File: config.mk
export PLATFORM = sky130hd
export DESIGN_NAME = reorder_buffer_p
export DESIGN_NICKNAME = d
export VERILOG_FILES = /design/src/rtl/reorder_buffer_p.sv
export SDC_FILE = /design/constraint.sdc
export NUM_CORES = 2
export LEC_CHECK = 0
export CAP_MARGIN = 30
export CORE_UTILIZATION = 30
export DETAILED_ROUTE_END_ITERATION = 16
export GPL_ROUTABILITY_DRIVEN = 1
export GPL_TIMING_DRIVEN = 1
export PLACE_DENSITY = 0.54
export SKIP_CTS_REPAIR_TIMING = 1
export SLEW_MARGIN = 40
export SYNTH_ARGS = -nofsm -noshare
export SYNTH_HDL_FRONTEND = slang
export SYNTH_SLANG_ARGS = --single-unit
File: constraint.sdc
create_clock -name clk -period 7.46 [get_ports clk]
set_input_delay 1.492 -clock clk [delete_from_list [all_inputs] [get_ports clk]]
set_output_delay 1.492 -clock clk [all_outputs]
set_load 0.05 [all_outputs]
File: src/rtl/reorder_buffer_p.sv
// Reorder buffer: in-order allocation from rename, out-of-order writeback from
// WB_PORTS ALUs, and in-order retirement of up to COMMIT_W entries per cycle.
// It also provides source-operand lookup with writeback bypass and a selective
// flush that squashes every entry younger than a given tag.
//
// Ports:
//   clk, rst                   clock, asynchronous active-low reset
//   alloc_valid/dest           rename request and its destination register
//   alloc_ready/tag            room available (no flush) / tag handed out
//   wb_valid/tag/value         per-port writeback, port i in slice i
//   src_tag -> src_done/value  two operand lookups, bypassing this cycle's writebacks
//   flush_valid/tag            squash entries strictly younger than flush_tag
//   commit_valid/dest/value/tag  retirement slots; valid is a run of ones from bit 0
//   count                      occupied entries
module reorder_buffer_p #(
  parameter int unsigned DEPTH    = 16,
  parameter int unsigned DATA_W   = 32,
  parameter int unsigned REG_W    = 5,
  parameter int unsigned WB_PORTS = 2,
  parameter int unsigned COMMIT_W = 2,
  localparam int unsigned TAG_W   = $clog2(DEPTH)
) (
  input  logic                         clk,
  input  logic                         rst,
  input  logic                         alloc_valid,
  input  logic [REG_W-1:0]             alloc_dest,
  output logic                         alloc_ready,
  output logic [TAG_W-1:0]             alloc_tag,
  input  logic [WB_PORTS-1:0]          wb_valid,
  input  logic [WB_PORTS*TAG_W-1:0]    wb_tag,
  input  logic [WB_PORTS*DATA_W-1:0]   wb_value,
  input  logic [2*TAG_W-1:0]           src_tag,
  output logic [1:0]                   src_done,
  output logic [2*DATA_W-1:0]          src_value,
  input  logic                         flush_valid,
  input  logic [TAG_W-1:0]             flush_tag,
  output logic [COMMIT_W-1:0]          commit_valid,
  output logic [COMMIT_W*REG_W-1:0]    commit_dest,
  output logic [COMMIT_W*DATA_W-1:0]   commit_value,
  output logic [COMMIT_W*TAG_W-1:0]    commit_tag,
  output logic [TAG_W:0]               count
);

  localparam int unsigned PTR_W = TAG_W + 1;

  logic [DEPTH-1:0]  valid_q, valid_d;
  logic [DEPTH-1:0]  done_q, done_d;
  logic [REG_W-1:0]  dest_q [DEPTH];
  logic [REG_W-1:0]  dest_d [DEPTH];
  logic [DATA_W-1:0] value_q [DEPTH];
  logic [DATA_W-1:0] value_d [DEPTH];
  logic [PTR_W-1:0]  head_q, head_d, tail_q, tail_d;
  logic [PTR_W-1:0]  n_commit;
  logic              alloc_fire;

  // Wrap bit in the MSB makes full and empty distinguishable.
  assign count       = tail_q - head_q;
  assign alloc_ready = (count < PTR_W'(DEPTH)) && !flush_valid;
  assign alloc_tag   = tail_q[TAG_W-1:0];
  assign alloc_fire  = alloc_valid && alloc_ready;

  // Commit slots: a running AND from head keeps commit_valid contiguous.
  // Entries outside [head, tail) are always invalid, so the run stops at tail.
  always_comb begin
    logic             run;
    logic [TAG_W-1:0] idx;
    run          = 1'b1;
    idx          = '0;
    n_commit     = '0;
    commit_valid = '0;
    commit_dest  = '0;
    commit_value = '0;
    commit_tag   = '0;
    for (int k = 0; k < COMMIT_W; k++) begin
      idx = head_q[TAG_W-1:0] + TAG_W'(k);
      run = run && valid_q[idx] && done_q[idx];
      commit_tag[k*TAG_W +: TAG_W] = idx;
      if (run) begin
        commit_valid[k]                = 1'b1;
        commit_dest[k*REG_W +: REG_W]  = dest_q[idx];
        commit_value[k*DATA_W +: DATA_W] = value_q[idx];
        n_commit                       = n_commit + PTR_W'(1);
      end
    end
  end

  // Operand lookup; ports scanned high to low so the lowest port wins.
  always_comb begin
    logic [TAG_W-1:0] st;
    st        = '0;
    src_done  = '0;
    src_value = '0;
    for (int j = 0; j < 2; j++) begin
      st          = src_tag[j*TAG_W +: TAG_W];
      src_done[j] = valid_q[st] && done_q[st];
      src_value[j*DATA_W +: DATA_W] = value_q[st];
      for (int i = WB_PORTS - 1; i >= 0; i--) begin
        if (wb_valid[i] && (wb_tag[i*TAG_W +: TAG_W] == st)) begin
          src_done[j] = 1'b1;
          src_value[j*DATA_W +: DATA_W] = wb_value[i*DATA_W +: DATA_W];
        end
      end
    end
  end

  // Next state. Order of application: writeback, commit clear, flush squash,
  // allocation, so a squash overrides a same-cycle writeback.
  always_comb begin
    logic [TAG_W-1:0] t;
    logic [TAG_W-1:0] f_off;
    logic [TAG_W-1:0] off;
    logic [PTR_W-1:0] keep;
    t       = '0;
    f_off   = '0;
    off     = '0;
    keep    = '0;
    valid_d = valid_q;
    done_d  = done_q;
    dest_d  = dest_q;
    value_d = value_q;
    head_d  = head_q + n_commit;
    tail_d  = tail_q;

    for (int i = WB_PORTS - 1; i >= 0; i--) begin
      t = wb_tag[i*TAG_W +: TAG_W];
      if (wb_valid[i] && valid_q[t]) begin
        done_d[t]  = 1'b1;
        value_d[t] = wb_value[i*DATA_W +: DATA_W];
      end
    end

    for (int k = 0; k < COMMIT_W; k++) begin
      if (commit_valid[k]) begin
        t          = head_q[TAG_W-1:0] + TAG_W'(k);
        valid_d[t] = 1'b0;
        done_d[t]  = 1'b0;
      end
    end

    if (flush_valid) begin
      // Age is the distance from head; anything older than flush_tag survives.
      f_off = flush_tag - head_q[TAG_W-1:0];
      for (int e = 0; e < DEPTH; e++) begin
        off = TAG_W'(e) - head_q[TAG_W-1:0];
        if (off > f_off) begin
          valid_d[e] = 1'b0;
          done_d[e]  = 1'b0;
        end
      end
      // Tail is rebuilt from head so the wrap bit stays consistent; never let
      // it fall behind a head that retired past the survivors.
      keep   = PTR_W'(f_off) + PTR_W'(1);
      tail_d = head_q + ((n_commit > keep) ? n_commit : keep);
    end

    if (alloc_fire) begin
      t          = tail_q[TAG_W-1:0];
      valid_d[t] = 1'b1;
      done_d[t]  = 1'b0;
      dest_d[t]  = alloc_dest;
      value_d[t] = '0;
      tail_d     = tail_q + PTR_W'(1);
    end
  end

  always_ff @(posedge clk or negedge rst) begin
    if (!rst) begin
      valid_q <= '0;
      done_q  <= '0;
      head_q  <= '0;
      tail_q  <= '0;
      for (int e = 0; e < DEPTH; e++) begin
        dest_q[e]  <= '0;
        value_q[e] <= '0;
      end
    end else begin
      valid_q <= valid_d;
      done_q  <= done_d;
      head_q  <= head_d;
      tail_q  <= tail_d;
      dest_q  <= dest_d;
      value_q <= value_d;
    end
  end

endmodule

After elaboration in Yosys (flattened, before gate mapping)
Index checks and enable logic that the tools add are counted.

Bits in registers: 634. Output and inout port bits: 160. Input bits: 95. Logic and storage cells: 270.

Order comparisons: 40. Add/sub/neg operators: 24. Muxes and demuxes: 123. Reductions and logical operators: 23. Bitwise logic cells: 20. Equality and inequality tests: 4.

Operators by type and width (number): 512-bit 2-to-1 mux (3); 512-bit bitwise mux (2); 32-bit 2-to-1 mux (17); 512-bit AND (1); 32-bit binary-select mux with 4-bit select (4); 512-bit NOT (1); 32-bit demux with 4-bit select (3); 16-bit 2-to-1 mux (10); 16-bit AND (5); 80-bit bitwise mux (1); 4-bit greater-than comparator (16); 5-bit 2-to-1 mux (11); 1-bit 2-to-1 mux (54); 16-bit NOT (3); 16-bit OR (3); 1-bit binary-select mux with 4-bit select (10); 5-bit binary-select mux with 4-bit select (2); 5-bit >= comparator (second input constant) (7); 4-bit by 5-bit < comparator with 1-bit output (second input constant) (7); 4-bit NOT with 5-bit output (7); 4-bit subtractor (first input constant) (8); 1-bit logical AND (21); 1-bit demux with 4-bit select (5); 5-bit demux with 4-bit select (1); 16 further kinds (32).

Depth between registers and ports, before layout
Depth in word-level cells: 16. Gate-level depth with buffers: 27. Mapped depth without buffers: 24.

Least setup slack after synthesis
OpenSTA, ideal clock, no wires.

Path kind: reg2reg. Start: register head_q[0]. End: register tail_q[4]. Path buffers: 3. Library setup time: 0.134 ns. Data arrival time: 6.490 ns. Data required time: 7.326 ns. Clock period less this slack: 6.625 ns. Cell stages (with the launch flop): 24. Setup slack: 0.835 ns. Cells stage by stage: dfrtp_1 -> buf_4 -> clkinv_1 -> ha_1 -> buf_2 -> inv_2 -> mux4_2 -> a211oi_2 -> o21ai_2 -> clkbuf_1 -> inv_1 -> ha_1 -> inv_1 -> ha_1 -> a21oi_1 -> o21ai_0 -> o32a_1 -> ha_1 -> fa_1 -> a21o_1 -> a21oi_1 -> xnor2_1 -> xnor2_1 -> mux2i_1.

Longest elaborated chain between the ends: 11. Elaborated cells on any way between the ends: 27. Those cells by class: add/sub: 6; order compare: 2; mux: 13; reduce/logical: 6.

RTL lines: start, declared (line 52) `logic [PTR_W-1:0] head_q, head_d, tail_q, tail_d;`; start signal, assigned (line 170) `head_q <= '0;`; start signal, assigned (line 179) `head_q <= head_d;`; 4-bit by 1-bit adder with 4-bit output (*) (line 75) `idx = head_q[TAG_W-1:0] + TAG_W'(k);`; net commit_tag[4] (line 40) `output logic [COMMIT_W*TAG_W-1:0] commit_tag,`; 1-bit binary-select mux with 4-bit select (line 76) `run = run && valid_q[idx] && done_q[idx];`; 1-bit 2-to-1 mux (not written as such) (line 76); 1-bit logical AND (line 76); 1-bit logical AND (*) (line 76); 5-bit 2-to-1 mux (*) (line 78) `if (run) begin`; 5-bit greater-than comparator (line 153) `tail_d = head_q + ((n_commit > keep) ? n_commit : keep);`; 5-bit 2-to-1 mux (*) (line 153); 5-bit adder (*) (line 153); 5-bit 2-to-1 mux (*) (line 140) `if (flush_valid) begin`; 5-bit 2-to-1 mux (*) (line 156) `if (alloc_fire) begin`; end signal, assigned (line 180) `tail_q <= tail_d;`; end, declared (line 52).

The timed path passes the listed nets; every way through them passes the cells marked *. The select of a mux whose other input is x is not followed. A chain may end at the register's enable or synchronous reset.

Final worst setup path
Start: register head_q[1]. End: output commit_dest[8].

Longest elaborated chain between the ends: 6. Elaborated cells on any way between the ends: 17. Those cells by class: add/sub: 1; mux: 12; bitwise: 1; reduce/logical: 3.

RTL lines: 4-bit by 1-bit adder with 4-bit output or 1-bit binary-select mux with 4-bit select (tied branches) (line 75, 76); 4-bit NOT with 5-bit output (not written as such), or another cell as far along (line 80) `commit_dest[k*REG_W +: REG_W] = dest_q[idx];`; 5-bit binary-select mux with 4-bit select, or another cell as far along (line 80); 5-bit 2-to-1 mux (not written as such) or 1-bit logical AND (tied branches) (2 in a row) (line 80, 76); 5-bit 2-to-1 mux (*) (line 78); end, declared (line 38) `output logic [COMMIT_W*REG_W-1:0] commit_dest,`.

Mark *: on every way between the ends. The rest lies on a longest branch, timed or not. The select of a mux whose other input is x is not followed.

==> metrics <==
Gate power share 0.486; Core ar. 170000 sq um; layout cells sized above 1 0.270; switching pwr 7.94 mW; drt first pass iters 7; vias in the first global route 43200; H-tree Lvls 3; CP Launch Type flip-flop; largest net degree at the start of global routing 145; final worst path period share 0.902; DR WL/cell 35.5 um; CTS clk-pin slew, worst paths 0.06 ns; Max-slew headroom 0.374; total wire length 236000 um; worst vdd ir 0.000236 V; Post-Place Cells 6509; RSZ-0062 raised after global routing no; Storage cell area 15900 sq um; sequential share of power 0.307; Starting Density 0.302; Congestion Overflow GR 0; syn avg cell area 11.5 sq um; CP Capture Type output port; GPL Wtd Cong 0.889; Vias/cell 6.63; Max Slew Vio Count 0; footprint of the multi-input gates 33200 sq um; Fmax 149 MHz; Post-Place Setup Slack 0.773 ns; Max Fanout on Critical Path 38; Post-Syn Nets 4636; CP Data Required Time 5.97 ns; Max Cap Viol 0; Hold Path Depth 1; origin of the worst setup path head_q[1]$_DFF_PN0_; CP Cell Sequence inv_1 > ha_4 > inv_2 > mux4_2 > a211oi_2 > buf_4 > o21ai_4 > buf_12 > nor2b_1 > clkdlybuf4s50_1; Antenna Nets Post-Route 0; Syn Inst Count 4470; count of buffers from port buffering 254; first-pass GRT wire length 333000 um; status finished clean; io pins 255; Setup TNS 0 ns; nets 4536; worst-skew pair later-pin latency 0.69 ns; EDFF count, synth 0; number of buffers created by CTS 75; Met3 Wirelength 23500 um; worst hold path type reg2reg; min Tclk post-route 6.73 ns; hold wc startpoint dest_q[40]$_DFFE_PN0P_; Slowest cell on crit path clkdlybuf4s50_1; Mapped Area 51300 sq um; Warnings, synthesis 0; Residual DRC 0; wire length on met2 108000 um; R2R cell count 23; register area share after synthesis 0.309; Hold Vio Cnt, Final 0; Clock power frac 0.208; Async S/R FF share, synth 1.00; top_reg_cell synth dfrtp_1; flop2flop setup slack 1.46 ns; Starting DRT DRC Count 6182; DR vias 44100; die height 416 um; Overall Global Routing Usage 0.268; skew final 0.0333 ns; Hold Slack 0.524 ns; Critical R2R Launch head_q[0]$_DFF_PN0_; Die W 416 um; CTS tree built; P_int 12.0 mW; power density over the cells 340 nW/um^2; initial antenna violation count 15; Switching Fraction 0.397; crit path DAT 5.24 ns; Detailed Place HPWL 143000 um; #FFs+latches synth 634; worst reg2reg path endpoint tail_q[4]$_DFFE_PN0P_; cell row count 151; worst setup path end commit_dest[8]; Worst Setup Path Type reg2out; worst slew pin tran 0.939 ns; leakage power 22.3 nW; DR top layer met5; Final WS setup 0.728 ns; final cell count without fillers 6652; clk sinks 634; synthesis-to-finish area growth 14.7%; Final setup viols 0; clk buf depth 3; Cell variety after synth 72; Die ar. 173000 sq um; fillcell total 16600; CP peak stage delay 0.89 ns; clock root buffer clkbuf_16; Met1 Wirelength 85300 um
## metrics by stage
stage | cell area (sq um) | total power, mW | util
5_1_grt | 58900 | 20.8 | 0.347
3_5_place_dp | 56100 | 15.7 | 0.331
6_report | 58900 | 20.0 | 0.347
3_3_place_gp | 55800 | 15.5 | 0.329
4_1_cts | 58800 | 19.9 | 0.347
2_1_floorplan | 51300 | 12.8 | -
## synthesized netlist by cell type, drive strengths merged (23+ instances only)
| cell | n | share of area |
|---|---|---|
| mux2 | 80 | 0.018 |
| clkbuf | 350 | 0.026 |
| a211oi | 517 | 0.076 |
| dfrtp | 634 | 0.31 |
| nor2 | 596 | 0.044 |
| a31oi | 76 | 0.0093 |
| inv | 44 | 0.0032 |
| a22oi | 257 | 0.038 |
| nand3 | 44 | 0.0043 |
| buf | 243 | 0.024 |
| ha | 66 | 0.016 |
| nand4 | 34 | 0.0041 |
| and2 | 72 | 0.0088 |
| nor2b | 78 | 0.012 |
| nand2 | 175 | 0.013 |
| mux2i | 259 | 0.051 |
| mux4 | 702 | 0.31 |
| o21ai | 23 | 0.0024 |
## kinds of logic after synthesis
| kind of cell | count (synthesis) | synth area share |
|---|---|---|
| AND/OR/NAND/NOR | 1080 | 0.0974 |
| buffers and inverters | 640 | 0.0527 |
| AO/OA/AOI/OAI | 960 | 0.139 |
| XOR/XNOR | 44 | 0.00788 |
| flip-flops | 634 | 0.309 |
| adder cells (fa/ha/maj) | 71 | 0.0180 |
| multiplexers | 1041 | 0.376 |
## power groups by stage
| stage | Clock [mW] | Combinational, mW | Sequential (mW) |
|---|---|---|---|
| after floorplan | 0 | 7.27 | 5.54 |
| after global placement | 0 | 9.50 | 5.99 |
| after detailed placement | 0 | 9.62 | 6.07 |
| after CTS | 4.18 | 9.66 | 6.03 |
| after global routing | 4.29 | 10.2 | 6.27 |
| final | 4.15 | 9.71 | 6.13 |
## critical path, delay by kind of cell (launching register included)
family | cells | cell delay (ns)
compound gates | 2 | 0.47
fa+ha+maj | 1 | 0.62
buf+inv | 5 | 1.69
flops | 1 | 0.83
mux | 1 | 0.47
simple gates | 1 | 0.39
## state kept, by name, summed over array words and instances, names as in the netlist
signal   cells
head_q       5
tail_q       5
valid_q     16
dest_q      80
done_q      16
value_q    512
## worst min-delay path by stage
stage | to | slack (ns)
after detailed placement | dest_q[40]$_DFFE_PN0P_ | 0.51
after CTS | dest_q[3]$_DFFE_PN0P_ | 0.53
after global routing | dest_q[22]$_DFFE_PN0P_ | 0.54
after floorplan | dest_q[0]$_DFFE_PN0P_ | 0.49
after global placement | dest_q[3]$_DFFE_PN0P_ | 0.50
final | dest_q[40]$_DFFE_PN0P_ | 0.52
## layer usage
layer,vias to the layer above,GRT usage
met2,3213,0.422
met5,-,0
met3,854,0.0572
met4,14,0.186
met1,22600,0.327
li1,17400,-
## cell usage in the layout, fill, tap and decap left out, types with 12 or more instances in the layout
cell	instances
a211oi_1	515
a21o_1	16
a21oi_1	12
a22oi_1	257
a31oi_1	76
and2_1	72
buf_12	24
buf_2	17
buf_4	121
buf_6	17
clkbuf_16	77
clkbuf_8	23
clkdlybuf4s50_1	228
dfrtp_1	630
ha_1	65
inv_1	40
mux2_2	80
mux2i_1	259
mux4_2	702
nand2_1	175
nand3_1	24
nand3_4	19
nand4_1	34
nor2_1	595
nor2b_1	58
nor2b_4	19
nor3_1	12
o21ai_0	21
xnor2_1	21
xor2_1	21
## area by class of cell
cell class | count | area share
inverters | 47 | 0.00306
flip-flops and latches | 634 | 0.270
multi-input cells | 3196 | 0.564
diodes | 2 | 0.0000850
clock buffers | 111 | 0.0388
clock inverters | 28 | 0.00699
well taps | 2218 | 0.0471
repair buffers | 416 | 0.0706
(Power assumes the default switching activity.)
